<file path="config.mk">
export PLATFORM = sky130hd
export DESIGN_NAME = matrix_write_arbiter
export DESIGN_NICKNAME = d
export VERILOG_FILES = /design/src/rtl/matrix_arb_pkg.sv /design/src/rtl/matrix_write_arbiter_rr_picker.sv /design/src/rtl/matrix_write_arbiter.sv
export SDC_FILE = /design/constraint.sdc
export NUM_CORES = 1
export LEC_CHECK = 0
export CAP_MARGIN = 0
export CORE_AREA = 2 2 190 192
export DETAILED_ROUTE_END_ITERATION = 6
export DIE_AREA = 0 0 192 194
export PLACE_DENSITY = 0.47
export SYNTH_ARGS = -nofsm -noshare
export SYNTH_HDL_FRONTEND = slang
export SYNTH_SLANG_ARGS = --single-unit
</file>
<file path="constraint.sdc">
create_clock -name clk -period 1.9 [get_ports clk]
set_input_delay 0.285 -clock clk [delete_from_list [all_inputs] [get_ports clk]]
set_output_delay 0.285 -clock clk [all_outputs]
set_load 0.01 [all_outputs]
</file>
<file path="src/rtl/matrix_arb_pkg.sv">
// Shared types and widths for the storage write-port arbiter.
package matrix_arb_pkg;

  typedef enum logic [2:0] {
    ST_IDLE    = 3'd0,
    ST_SELECT  = 3'd1,
    ST_OFFER   = 3'd2,
    ST_STREAM  = 3'd3,
    ST_RELEASE = 3'd4
  } arb_state_t;

  localparam int MAX_REQ    = 8;
  localparam int NAME_BYTES = 8;
  localparam int ID_W       = 3;
  localparam int DATA_W     = 32;

endpackage

</file>
<file path="src/rtl/matrix_write_arbiter_rr_picker.sv">
// Combinational round-robin search: first claiming index strictly after last_grant, wrapping.
module rr_picker #(
  parameter int NUM_REQ = 3,
  parameter int LG_W    = $clog2(NUM_REQ)
) (
  input  logic [NUM_REQ-1:0] claim,
  input  logic [LG_W-1:0]    last_grant,
  output logic               pick_valid,
  output logic [LG_W-1:0]    pick_idx
);

  logic [NUM_REQ-1:0] hi_mask;
  logic [NUM_REQ-1:0] hi_claim;
  logic [NUM_REQ-1:0] sel_vec;
  logic [NUM_REQ-1:0] first_hot;
  logic               seen [0:NUM_REQ];
  logic [LG_W-1:0]    acc  [0:NUM_REQ];

  // Prefer claims above last_grant; if none, wrap to the lowest claim overall.
  assign hi_claim = claim & hi_mask;
  assign sel_vec  = (|hi_claim) ? hi_claim : claim;
  assign seen[0]  = 1'b0;
  assign acc[0]   = '0;

  generate
    for (genvar gi = 0; gi < NUM_REQ; gi++) begin : g_pick
      assign hi_mask[gi]   = LG_W'(gi) > last_grant;
      assign first_hot[gi] = sel_vec[gi] & ~seen[gi];
      assign seen[gi+1]    = seen[gi] | sel_vec[gi];
      assign acc[gi+1]     = acc[gi] | (first_hot[gi] ? LG_W'(gi) : '0);
    end
  endgenerate

  assign pick_valid = |claim;
  assign pick_idx   = acc[NUM_REQ];

endmodule

</file>
<file path="src/rtl/matrix_write_arbiter.sv">
// Round-robin owner of the storage manager's single write port; grant held until write_done.
module matrix_write_arbiter
  import matrix_arb_pkg::*;
#(
  parameter int NUM_REQ = 3
) (
  input  logic                                 clk,
  input  logic                                 rst,
  input  logic [NUM_REQ-1:0]                   req_claim,
  input  logic [NUM_REQ-1:0]                   req_write_request,
  output logic [NUM_REQ-1:0]                   req_write_ready,
  input  logic [NUM_REQ-1:0][ID_W-1:0]         req_matrix_id,
  input  logic [NUM_REQ-1:0][7:0]              req_rows,
  input  logic [NUM_REQ-1:0][7:0]              req_cols,
  input  logic [NUM_REQ-1:0][8*NAME_BYTES-1:0] req_name,
  input  logic [NUM_REQ-1:0][DATA_W-1:0]       req_data_in,
  input  logic [NUM_REQ-1:0]                   req_data_valid,
  output logic [NUM_REQ-1:0]                   req_writer_ready,
  output logic [NUM_REQ-1:0]                   req_write_done,
  output logic                                 write_request,
  input  logic                                 write_ready,
  output logic [ID_W-1:0]                      matrix_id,
  output logic [7:0]                           actual_rows,
  output logic [7:0]                           actual_cols,
  output logic [7:0]                           matrix_name [0:NAME_BYTES-1],
  output logic [DATA_W-1:0]                    data_in,
  output logic                                 data_valid,
  input  logic                                 write_done,
  input  logic                                 writer_ready,
  output logic                                 grant_valid,
  output logic [ID_W-1:0]                      grant_id,
  output logic                                 abort
);

  localparam int LG_W = $clog2(NUM_REQ);

  arb_state_t      state_reg, state_next;
  logic [LG_W-1:0] grant_reg;
  logic [LG_W-1:0] last_grant_reg;
  logic            pick_valid;
  logic [LG_W-1:0] pick_idx;
  logic            in_offer, in_stream, hdr_on, handshake;

  rr_picker #(.NUM_REQ(NUM_REQ), .LG_W(LG_W)) u_picker (
    .claim      (req_claim),
    .last_grant (last_grant_reg),
    .pick_valid (pick_valid),
    .pick_idx   (pick_idx)
  );

  assign in_offer  = (state_reg == ST_OFFER);
  assign in_stream = (state_reg == ST_STREAM);
  assign hdr_on    = in_offer | in_stream;
  assign handshake = in_offer & req_write_request[grant_reg] & write_ready;
  // A request that completes the handshake wins over a simultaneous claim drop.
  assign abort     = in_offer & ~req_claim[grant_reg] & ~handshake;

  always_comb begin
    state_next = state_reg;
    case (state_reg)
      ST_IDLE:    if (|req_claim) state_next = ST_SELECT;
      ST_SELECT:  state_next = pick_valid ? ST_OFFER : ST_IDLE;
      ST_OFFER: begin
        if (handshake)  state_next = ST_STREAM;
        else if (abort) state_next = ST_IDLE;
      end
      ST_STREAM:  if (write_done) state_next = ST_RELEASE;
      ST_RELEASE: state_next = ST_IDLE;
      default:    state_next = ST_IDLE;
    endcase
  end

  always_ff @(posedge clk) begin
    if (rst) begin
      state_reg      <= ST_IDLE;
      grant_reg      <= '0;
      last_grant_reg <= LG_W'(NUM_REQ - 1);
    end else begin
      state_reg <= state_next;
      if (state_reg == ST_SELECT && pick_valid) grant_reg <= pick_idx;
      if (state_reg == ST_RELEASE) last_grant_reg <= grant_reg;
    end
  end

  assign write_request = handshake;
  assign data_valid    = in_stream & req_data_valid[grant_reg];
  assign data_in       = in_stream ? req_data_in[grant_reg] : '0;
  assign matrix_id     = hdr_on ? req_matrix_id[grant_reg] : '0;
  assign actual_rows   = hdr_on ? req_rows[grant_reg] : '0;
  assign actual_cols   = hdr_on ? req_cols[grant_reg] : '0;
  assign grant_valid   = hdr_on;
  assign grant_id      = ID_W'(grant_reg);

  generate
    for (genvar gi = 0; gi < NUM_REQ; gi++) begin : g_port
      logic is_win;
      assign is_win               = (grant_reg == LG_W'(gi));
      assign req_write_ready[gi]  = in_offer & is_win & write_ready;
      assign req_writer_ready[gi] = in_stream & is_win & writer_ready;
      assign req_write_done[gi]   = in_stream & is_win & write_done;
    end
    for (genvar gi = 0; gi < NAME_BYTES; gi++) begin : g_name
      assign matrix_name[gi] = hdr_on ? req_name[grant_reg][8*gi +: 8] : '0;
    end
  endgenerate

endmodule

</file>
## After elaboration in Yosys (flattened, before gate mapping)

Index checks and enable logic that the tools add are counted.

| storage, ports and cells | value |
|---|---|
| flip-flop bits (word level) | 7 |
| input bits | 359 |
| output and inout bits | 131 |

| cells by class | value |
|---|---|
| magnitude comparators | 4 |
| equal/unequal tests | 9 |
| multiplexer cells | 37 |
| bitwise logic cells | 30 |
| reductions and logical operators | 6 |

Operators by type and width:

| kind | number |
|---|---|
| 64-bit binary-select mux with 2-bit select | 1 |
| 8-bit 2-to-1 mux | 12 |
| 32-bit binary-select mux with 2-bit select | 1 |
| 32-bit 2-to-1 mux | 2 |
| 64-bit 2-to-1 mux | 1 |
| 8-bit binary-select mux with 2-bit select | 2 |
| 1-bit bitwise AND | 22 |
| 3-bit 2-to-1 mux | 7 |
| 3-bit one-hot mux with 4 select lines | 1 |
| 1-bit binary-select mux with 2-bit select | 3 |
| 3-bit binary-select mux with 2-bit select | 1 |
| 3-bit by 2-bit == test with 1-bit output, second input constant | 2 |
| 3-bit OR reduction | 2 |
| 1-bit by 2-bit > comparator with 1-bit output, first input constant | 2 |
| 1-bit 2-to-1 mux | 4 |
| 2-bit 2-to-1 mux | 2 |
| 2-bit != test, second input constant | 2 |
| 1-bit NOT | 4 |
| 3-bit bitwise AND | 1 |
| 3-bit by 1-bit == test with 1-bit output, second input constant | 1 |
| 3-bit == test, second input constant | 1 |
| 3-bit logical NOT | 1 |
| 2-bit by 3-bit less-than comparator with 1-bit output, second input constant | 1 |
| 3-bit by 2-bit != test with 1-bit output, second input constant | 1 |
| 8 further kinds | 9 |

## Longest topological paths before layout

Gate-level depths: netlist (run 1).

| logic depth | value |
|---|---|
| depth after elaboration | 9 |
| mapped depth | 7 |

## By module

From an unflattened synthesis (run 1), not the netlist that was laid out.

| second synthesis, totals | value |
|---|---|
| cell total of the unflattened synthesis | 584 |
| area, all modules | 3347.0 um2 |

Modules (own cells, without submodules):

| module | instances | cells an instance | area an instance (um2) | sequential area each (um2) |
|---|---|---|---|---|
| matrix_write_arbiter | 1 | 576 | 3296.9 | 140.1 |
| rr_picker | 1 | 8 | 50.0 | 0.0 |

## Least setup slack after synthesis (run 1)

No wires, ideal clock.

| timing | value |
|---|---|
| path kind | register to output |
| start | register grant_reg[1] |
| end | output abort |
| data arrival time | 1.392 ns |
| data required time | 1.615 ns |
| slack | 0.223 ns |
| cell stages (with the launch flop) | 6 |
| path buffers | 1 |
| cell sequence | dfxtp_1 -> buf_6 -> mux2i_1 -> o21ai_1 -> nor2b_1 -> nor4_1 |

| on the way | value |
|---|---|
| cells in the longest elaborated chain, start to end | 6 |

RTL lines:

| item | line | source |
|---|---|---|
| start: declaration | matrix_write_arbiter.sv:38 | `logic [LG_W-1:0] grant_reg;` |
| start signal: assignment | matrix_write_arbiter.sv:80 | `if (state_reg == ST_SELECT && pick_valid) grant_reg <= pick_idx;` |
| 1-bit binary-select mux with 2-bit select | matrix_write_arbiter.sv:54 | `assign handshake = in_offer & req_write_request[grant_reg] & write_ready;` |
| 1-bit 2-to-1 mux (not written as such) | matrix_write_arbiter.sv:54 |  |
| 1-bit bitwise AND (2 in series) | matrix_write_arbiter.sv:54 |  |
| via write_request | matrix_write_arbiter.sv:20 | `output logic write_request,` |
| 1-bit NOT | matrix_write_arbiter.sv:56 | `assign abort = in_offer & ~req_claim[grant_reg] & ~handshake;` |
| 1-bit bitwise AND | matrix_write_arbiter.sv:56 |  |
| end: declaration | matrix_write_arbiter.sv:32 | `output logic abort` |

The timed path passes the listed nets, and every way through them passes these cells. The select of a mux whose other input is x is not followed.

## Worst setup path after layout (run 1)

| timing | value |
|---|---|
| start | register grant_reg[1] |
| end | output data_in[19] |

| on the way | value |
|---|---|
| cells in the longest elaborated chain, start to end | 3 |

RTL lines:

| item | line | source |
|---|---|---|
| 32-bit binary-select mux with 2-bit select | matrix_write_arbiter.sv:87 | `assign data_in = in_stream ? req_data_in[grant_reg] : '0;` |
| 32-bit 2-to-1 mux (not written as such) | matrix_write_arbiter.sv:87 |  |
| 32-bit 2-to-1 mux | matrix_write_arbiter.sv:87 |  |
| end: declaration | matrix_write_arbiter.sv:26 | `output logic [DATA_W-1:0] data_in,` |

Every way passes these cells. The select of a mux whose other input is x is not followed.

==> results.sh, run 1 <==
export IMPL_violations="setup timing"
export IMPL_multiInputGateArea_um2=3260
export IMPL_synthTopCellsByArea="mux2i_1 35%, nor2_1 27%, a21oi_1 18%"
export IMPL_rows=69
export IMPL_synth_ff_type="dfxtp_1"
export IMPL_max_stage_delay_ns=0.45
export IMPL_die_h_um=194
export IMPL_worstPathRequired_ns=1.62
export IMPL_ios=490
export IMPL_rsz0062_at_grt="yes"
export IMPL_route_detailed_drc=0
export IMPL_slowest_stage="dfxtp_4"
export IMPL_finalMaxSlewViolations=0
export IMPL_area_delta_synth_final_pct=199
export IMPL_start_util_pct=9.62
export IMPL_cts_htree_levels=1
export IMPL_port_buffers=488
export IMPL_grt_max_degree=50
export IMPL_register_area_um2=149
export IMPL_max_cap_viol_count=0
export IMPL_grt_pass1_vias=6345
export IMPL_worstPathCellList="buf_12, buf_12, buf_8, mux2i_1, nor2_1, a21oi_2, nor2_1, clkdlybuf4s15_1"
export IMPL_clockBufferDepth=2
export IMPL_post_route_period_util_pct=110
export IMPL_crit_path_end_kind="primary output"
export IMPL_cts_tree="built"
export IMPL_clock_latency_ns=0.23
export IMPL_grt_overflow=0
export IMPL_pre_cts_ws_ns=-0.403
export IMPL_drive_above_1_share_pct=28.8
export IMPL_yosysTopAreaCell="mux2i_1"
export IMPL_fin_util_pct=28.8
export IMPL_clock_sinks=7
export IMPL_wire_per_inst_um=17.4
export IMPL_place_gp_congestion=0.813
export IMPL_p_per_area_nw_per_um2=271
export IMPL_fmax_mhz=480
export IMPL_synth_distinct_cells=31
export IMPL_vias_per_cell=3.95
export IMPL_synth_seq_area_share_pct=4.14
export IMPL_period_needed_ns=2.08
export IMPL_ys_seq_elements=7
export IMPL_crit_type="flop to primary output"
export IMPL_fin_nets=1527
export IMPL_wirelength_mm=28.4
export IMPL_hp_class="flop to flop"
export IMPL_outcome="finished with violations"
export IMPL_finalSetupViolCount=99
export IMPL_cp_arrival_ns=1.80
export IMPL_p_leak_nw=4.18
export IMPL_grt_pass1_wl_mm=36.0
export IMPL_avgSynthCellArea_um2=5.75
export IMPL_fill_cells=3926
export IMPL_grtUsageTotal_pct=12.4
export IMPL_synth_top_cell_area_share_pct=34.6
export IMPL_syn_num_nets=948
export IMPL_initialDrtViolationCount=136
export IMPL_vias=6452
export IMPL_async_flop_share_pct=0
export IMPL_syn_inst=589
export IMPL_numCtsBuffers=3
export IMPL_synth_area_um2=3390
export IMPL_fin_ws_ns=-0.182
export IMPL_largest_reg_flops=3
export IMPL_drt_pass1_iterations=4
export IMPL_ir_worst_vdd_v=0.000243
export IMPL_cts_root_buf="clkbuf_16"
export IMPL_hold_violations=0
export IMPL_critPathLaunchType="flop"
export IMPL_antenna_found_initial=6
export IMPL_finClkSkew_ns=0.00156
export IMPL_crit_fanout=7
export IMPL_dieArea_um2=37200
export IMPL_path_clk_slew_ns=0.04
export IMPL_coreArea_um2=35200
export IMPL_yosys_warnings=0
export IMPL_synth_edff_count=0
export IMPL_drtAntennaViolNets=0
export IMPL_dp_hpwl_mm=21.0
export IMPL_fp_dieW_um=192
==> cell type report <==
type | count | area share (%)
well taps | 461 | 5.69
repair buffers | 630 | 59.6
clock buffers | 4 | 0.778
diodes | 4 | 0.0988
inverters | 5 | 0.185
flip-flops and latches | 7 | 1.47
multi-input cells | 521 | 32.2
==> timing repair <==
item	4_1_cts	5_1_grt
setup buffers	15	45
pin swaps	1	59
setup endpoints to repair	128	121
endpoints found under the hold margin	0	0
resized for setup	280	311
cloned	1	11
hold buffers	0	0
==> where the power goes <==
part | total (mW) | leakage, nW | internal [mW] | switching, mW
registers | 0.173 | 0.0589 | 0.156 | 0.0169
logic | 2.22 | 4.08 | 1.32 | 0.896
clock network | 0.355 | 0.0382 | 0.279 | 0.0765
==> final timing paths <==
kind                            depth (start not counted)              start  slack (ns)                 to
worst max register to register                          8       grant_reg[1]        0.10       state_reg[1]
worst min-delay path                                    2  last_grant_reg[0]        0.48  last_grant_reg[0]
worst min register to register                          2  last_grant_reg[0]        0.48  last_grant_reg[0]
worst max-delay path                                    8       grant_reg[1]       -0.18        data_in[19]
==> metal layers <==
layer  wire length (µm)  share of wire, %  GRT usage (%)
met5                 13             0.046              0
met4                446               1.6           3.00
met3               2340               8.3           2.70
met2              15100                53           24.4
met1              10400                37           13.2
==> cell usage after synthesis (2+ instances only) <==
| master | instances |
|---|---|
| nand2b_1 | 2 |
| mux2i_1 | 117 |
| buf_1 | 9 |
| nand3_1 | 5 |
| a211oi_1 | 3 |
| o22ai_1 | 2 |
| buf_4 | 12 |
| nand2_1 | 7 |
| buf_2 | 21 |
| inv_1 | 5 |
| dfxtp_1 | 7 |
| a21oi_1 | 119 |
| nor2_1 | 241 |
| clkbuf_1 | 13 |
| nor3_1 | 6 |
| nor2b_1 | 5 |
==> critical path, delay by kind of cell, from the launching register on <==
family | cells | cell delay (ns)
buffers and inverters | 4 | 0.65
flip-flops | 1 | 0.45
multiplexers | 1 | 0.19
AND/OR/NAND/NOR | 2 | 0.13
AO/OA/AOI/OAI | 1 | 0.13
==> logic make-up after synthesis <==
| group | synth area share (%) |
|---|---|
| buffers and inverters | 9.09 |
| DFF | 4.14 |
| and+or+nand+nor | 31.3 |
| AOI/OAI and AO/OA | 20.8 |
| muxes | 34.6 |
| other | 0.111 |
==> metrics by stage <==
stage / power [mW] / hold slack, ns / instance area, µm² / cells / TNS (ns)
6_report: 2.74 / 0.481 / 10100 / 1632 / -6.98
5_1_grt: 2.93 / 0.504 / 10100 / 1630 / -17.22
4_1_cts: 2.57 / 0.478 / 9500 / 1579 / -14.55
3_5_place_dp: 2.22 / 0.473 / 9340 / 1559 / -17.29
3_3_place_gp: 2.22 / 0.463 / 9340 / 1559 / -16.86
2_1_floorplan: 0.871 / 0.432 / 3390 / 589 / 0
==> layout by cell type (no fill, tap or decap), types with 4 or more instances in the layout <==
master,n
buf_4,59
nor3_1,6
nand2_1,6
nor2_2,7
clkdlybuf4s50_1,361
nand3_1,4
a21oi_2,36
clkbuf_16,11
diode_2,4
dfxtp_1,4
mux2i_2,9
dlygate4sd2_1,6
buf_12,22
buf_2,83
buf_6,37
mux2i_4,5
a21oi_1,82
buf_8,16
clkbuf_2,34
nor2_1,234
mux2i_1,103
Note: power is estimated with default switching activity, not from simulation.
==> run 2, diff against run 1 <==
--- a/config.mk
+++ b/config.mk
@@ -6,10 +6,12 @@
 export NUM_CORES = 1
 export LEC_CHECK = 0
 export CAP_MARGIN = 0
-export CORE_AREA = 2 2 190 192
+export CELL_PAD_IN_SITES_DETAIL_PLACEMENT = 1
+export CELL_PAD_IN_SITES_GLOBAL_PLACEMENT = 1
+export CORE_AREA = 2 2 191 193
 export DETAILED_ROUTE_END_ITERATION = 6
-export DIE_AREA = 0 0 192 194
-export PLACE_DENSITY = 0.47
+export DIE_AREA = 0 0 193 195
+export PLACE_DENSITY = 0.69
 export SYNTH_ARGS = -nofsm -noshare
 export SYNTH_HDL_FRONTEND = slang
 export SYNTH_SLANG_ARGS = --single-unit
==> results.sh, run 2 (synthesis gave the netlist of run 1 again) <==
export IMPL_outcome="finished with violations"
export IMPL_violations="setup timing"
export IMPL_p_int_mw=1.75
export IMPL_max_stage_delay_ns=0.36
export IMPL_layout_commonest_cell="clkdlybuf4s50_1"
export IMPL_crit_fanout=8
export IMPL_wire_per_inst_um=18.0
export IMPL_crit_family="buffers and inverters"
export IMPL_post_route_period_util_pct=107
export IMPL_antenna_found_initial=2
export IMPL_switching_share_pct=35.8
export IMPL_cts_tree="built"
export IMPL_finClkSkew_ns=0.000409
export IMPL_critPathLaunchType="flop"
export IMPL_slowest_stage="dfxtp_4"
export IMPL_crit_top_cell="buf_12"
export IMPL_finalNonFillerCells=1630
export IMPL_grt_pass1_wl_mm=40.3
export IMPL_pre_cts_ws_ns=-0.393
export IMPL_rsz0062_at_grt="yes"
export IMPL_initialDrtViolationCount=117
export IMPL_port_buffers=488
export IMPL_fill_cells=4357
export IMPL_critPathBufInv=5
export IMPL_dpl_cell_area_um2=9440
export IMPL_drt_pass1_iterations=4
export IMPL_top_usage_layer="met2"
export IMPL_grt_overflow=0
export IMPL_period_needed_ns=2.04
export IMPL_cp_arrival_ns=1.75
export IMPL_crit_path_end_kind="primary output"
export IMPL_path_clk_slew_ns=0.04
export IMPL_finalMaxSlewViolations=0
export IMPL_numCtsBuffers=3
export IMPL_largest_reg_flops=3
export IMPL_wirelength_mm=29.4
export IMPL_route_detailed_drc=0
export IMPL_drive_above_1_share_pct=26.4
export IMPL_vias=6521
export IMPL_place_gp_congestion=0.821
export IMPL_final_cell_mix="361 x clkdlybuf4s50_1, 238 x nor2_1, 106 x mux2i_1"
export IMPL_place_inst=1571
export IMPL_start_util_pct=9.57
export IMPL_coreArea_um2=35400
export IMPL_ios=490
export IMPL_grt_met3_usage_pct=3.13
export IMPL_rows=69
export IMPL_seq_power_share_pct=6.1
export IMPL_ir_worst_vdd_v=0.000132
export IMPL_clockBufferDepth=2
export IMPL_fin_ws_ns=-0.138
export IMPL_dieArea_um2=37600
export IMPL_cts_htree_levels=1
export IMPL_max_cap_viol_count=0
export IMPL_grtUsageTotal_pct=14.0
export IMPL_fp_dieW_um=193
export IMPL_power_mw=2.72
export IMPL_clock_sinks=7
export IMPL_grt_pass1_vias=7008
export IMPL_hp_class="flop to flop"
export IMPL_p_sw_mw=0.974
export IMPL_grt_util_met2_pct=28.4
export IMPL_fin_nets=1528
export IMPL_fin_area_um2=10000
export IMPL_use_met1_pct=14.0
export IMPL_grt_max_degree=61
export IMPL_finalSetupViolCount=85
export IMPL_dp_hpwl_mm=22.3
export IMPL_clkPwrFrac_pct=13.0
export IMPL_hold_violations=0
export IMPL_worstPathCellList="buf_12, buf_16, buf_12, buf_12, mux2i_4, nor2_1, a21oi_1, nor2_1, buf_2"
export IMPL_p_leak_nw=4.15
export IMPL_clock_latency_ns=0.23
export IMPL_combPwrFrac_pct=80.9
export IMPL_crit_type="flop to primary output"
export IMPL_worstPathRequired_ns=1.62
export IMPL_cts_root_buf="clkbuf_16"
export IMPL_die_h_um=195
export IMPL_fin_util_pct=28.3
export IMPL_p_per_area_nw_per_um2=272
export IMPL_fmax_mhz=491
export IMPL_area_delta_synth_final_pct=196
export IMPL_vias_per_cell=4.00
export IMPL_drtAntennaViolNets=0
run 2: cell count changes in the layout (fill, tap and decap cells not counted), moves of 6 or more:
cell      delta
buf_16      +10
clkbuf_2    -20
a21oi_1     +22
buf_8        -6
buf_2       +21
a21oi_2     -23
buf_6        -7
buf_4       +12
run 2: worst reg2reg max path, delay by kind of cell (launching register included):
family	cells	cell delay, ns
buffers and inverters	4	0.51
DFF	1	0.35
and+or+nand+nor	1	0.16
AOI/OAI and AO/OA	3	0.58
run 2: path summary, 6_finish.rpt:
path	startpoint	cells after the start	end	slack, ns
hold / removal	last_grant_reg[0]	2	last_grant_reg[0]	0.50
hold reg to reg	last_grant_reg[0]	2	last_grant_reg[0]	0.50
setup / recovery	grant_reg[1]	9	matrix_name[32]	-0.14
setup reg to reg	grant_reg[1]	8	state_reg[1]	0.24
run 2: power by group through the flow:
stage	Clock [mW]	Combinational [mW]	Sequential [mW]
final	0.354	2.20	0.167
after global routing	0.367	2.39	0.168
after CTS	0.358	2.16	0.166
after detailed placement	0	2.10	0.173
after global placement	0	2.07	0.173
after floorplan	0	0.708	0.164
run 2: timing repair:
| item | 4_1_cts | 5_1_grt |
|---|---|---|
| hold buffers | 0 | 0 |
| gates cloned | 7 | 5 |
| resized for setup | 400 | 184 |
| setup buffers | 18 | 31 |
| setup endpoints to repair | 127 | 122 |
| pin swaps | 6 | 20 |
run 2: per-stage QoR:
step,hold slack [ns],setup TNS (ns)
after global placement,0.463,-24.98
after CTS,0.497,-11.84
final,0.497,-4.56
after global routing,0.516,-14.91
after floorplan,0.432,0
after detailed placement,0.488,-27.72
run 2: final cells by class:
| cell class | instances | area [µm²] | area share (%) |
|---|---|---|---|
| repair buffers | 631 | 6050 | 60.4 |
| multi-input cells | 521 | 3140 | 31.3 |
| well taps | 461 | 577 | 5.76 |
| flip-flops and latches | 7 | 149 | 1.49 |
| clock buffers | 4 | 78.8 | 0.787 |
| inverters | 5 | 18.8 | 0.187 |
| diodes | 1 | 2.50 | 0.0250 |
run 2: routing by layer:
layer / share of wire [%] / up-vias
met5: 0.061 / -
li1: - / 3162
met2: 53 / 318
met1: 36 / 3009
met4: 2.2 / 2
met3: 8.9 / 30
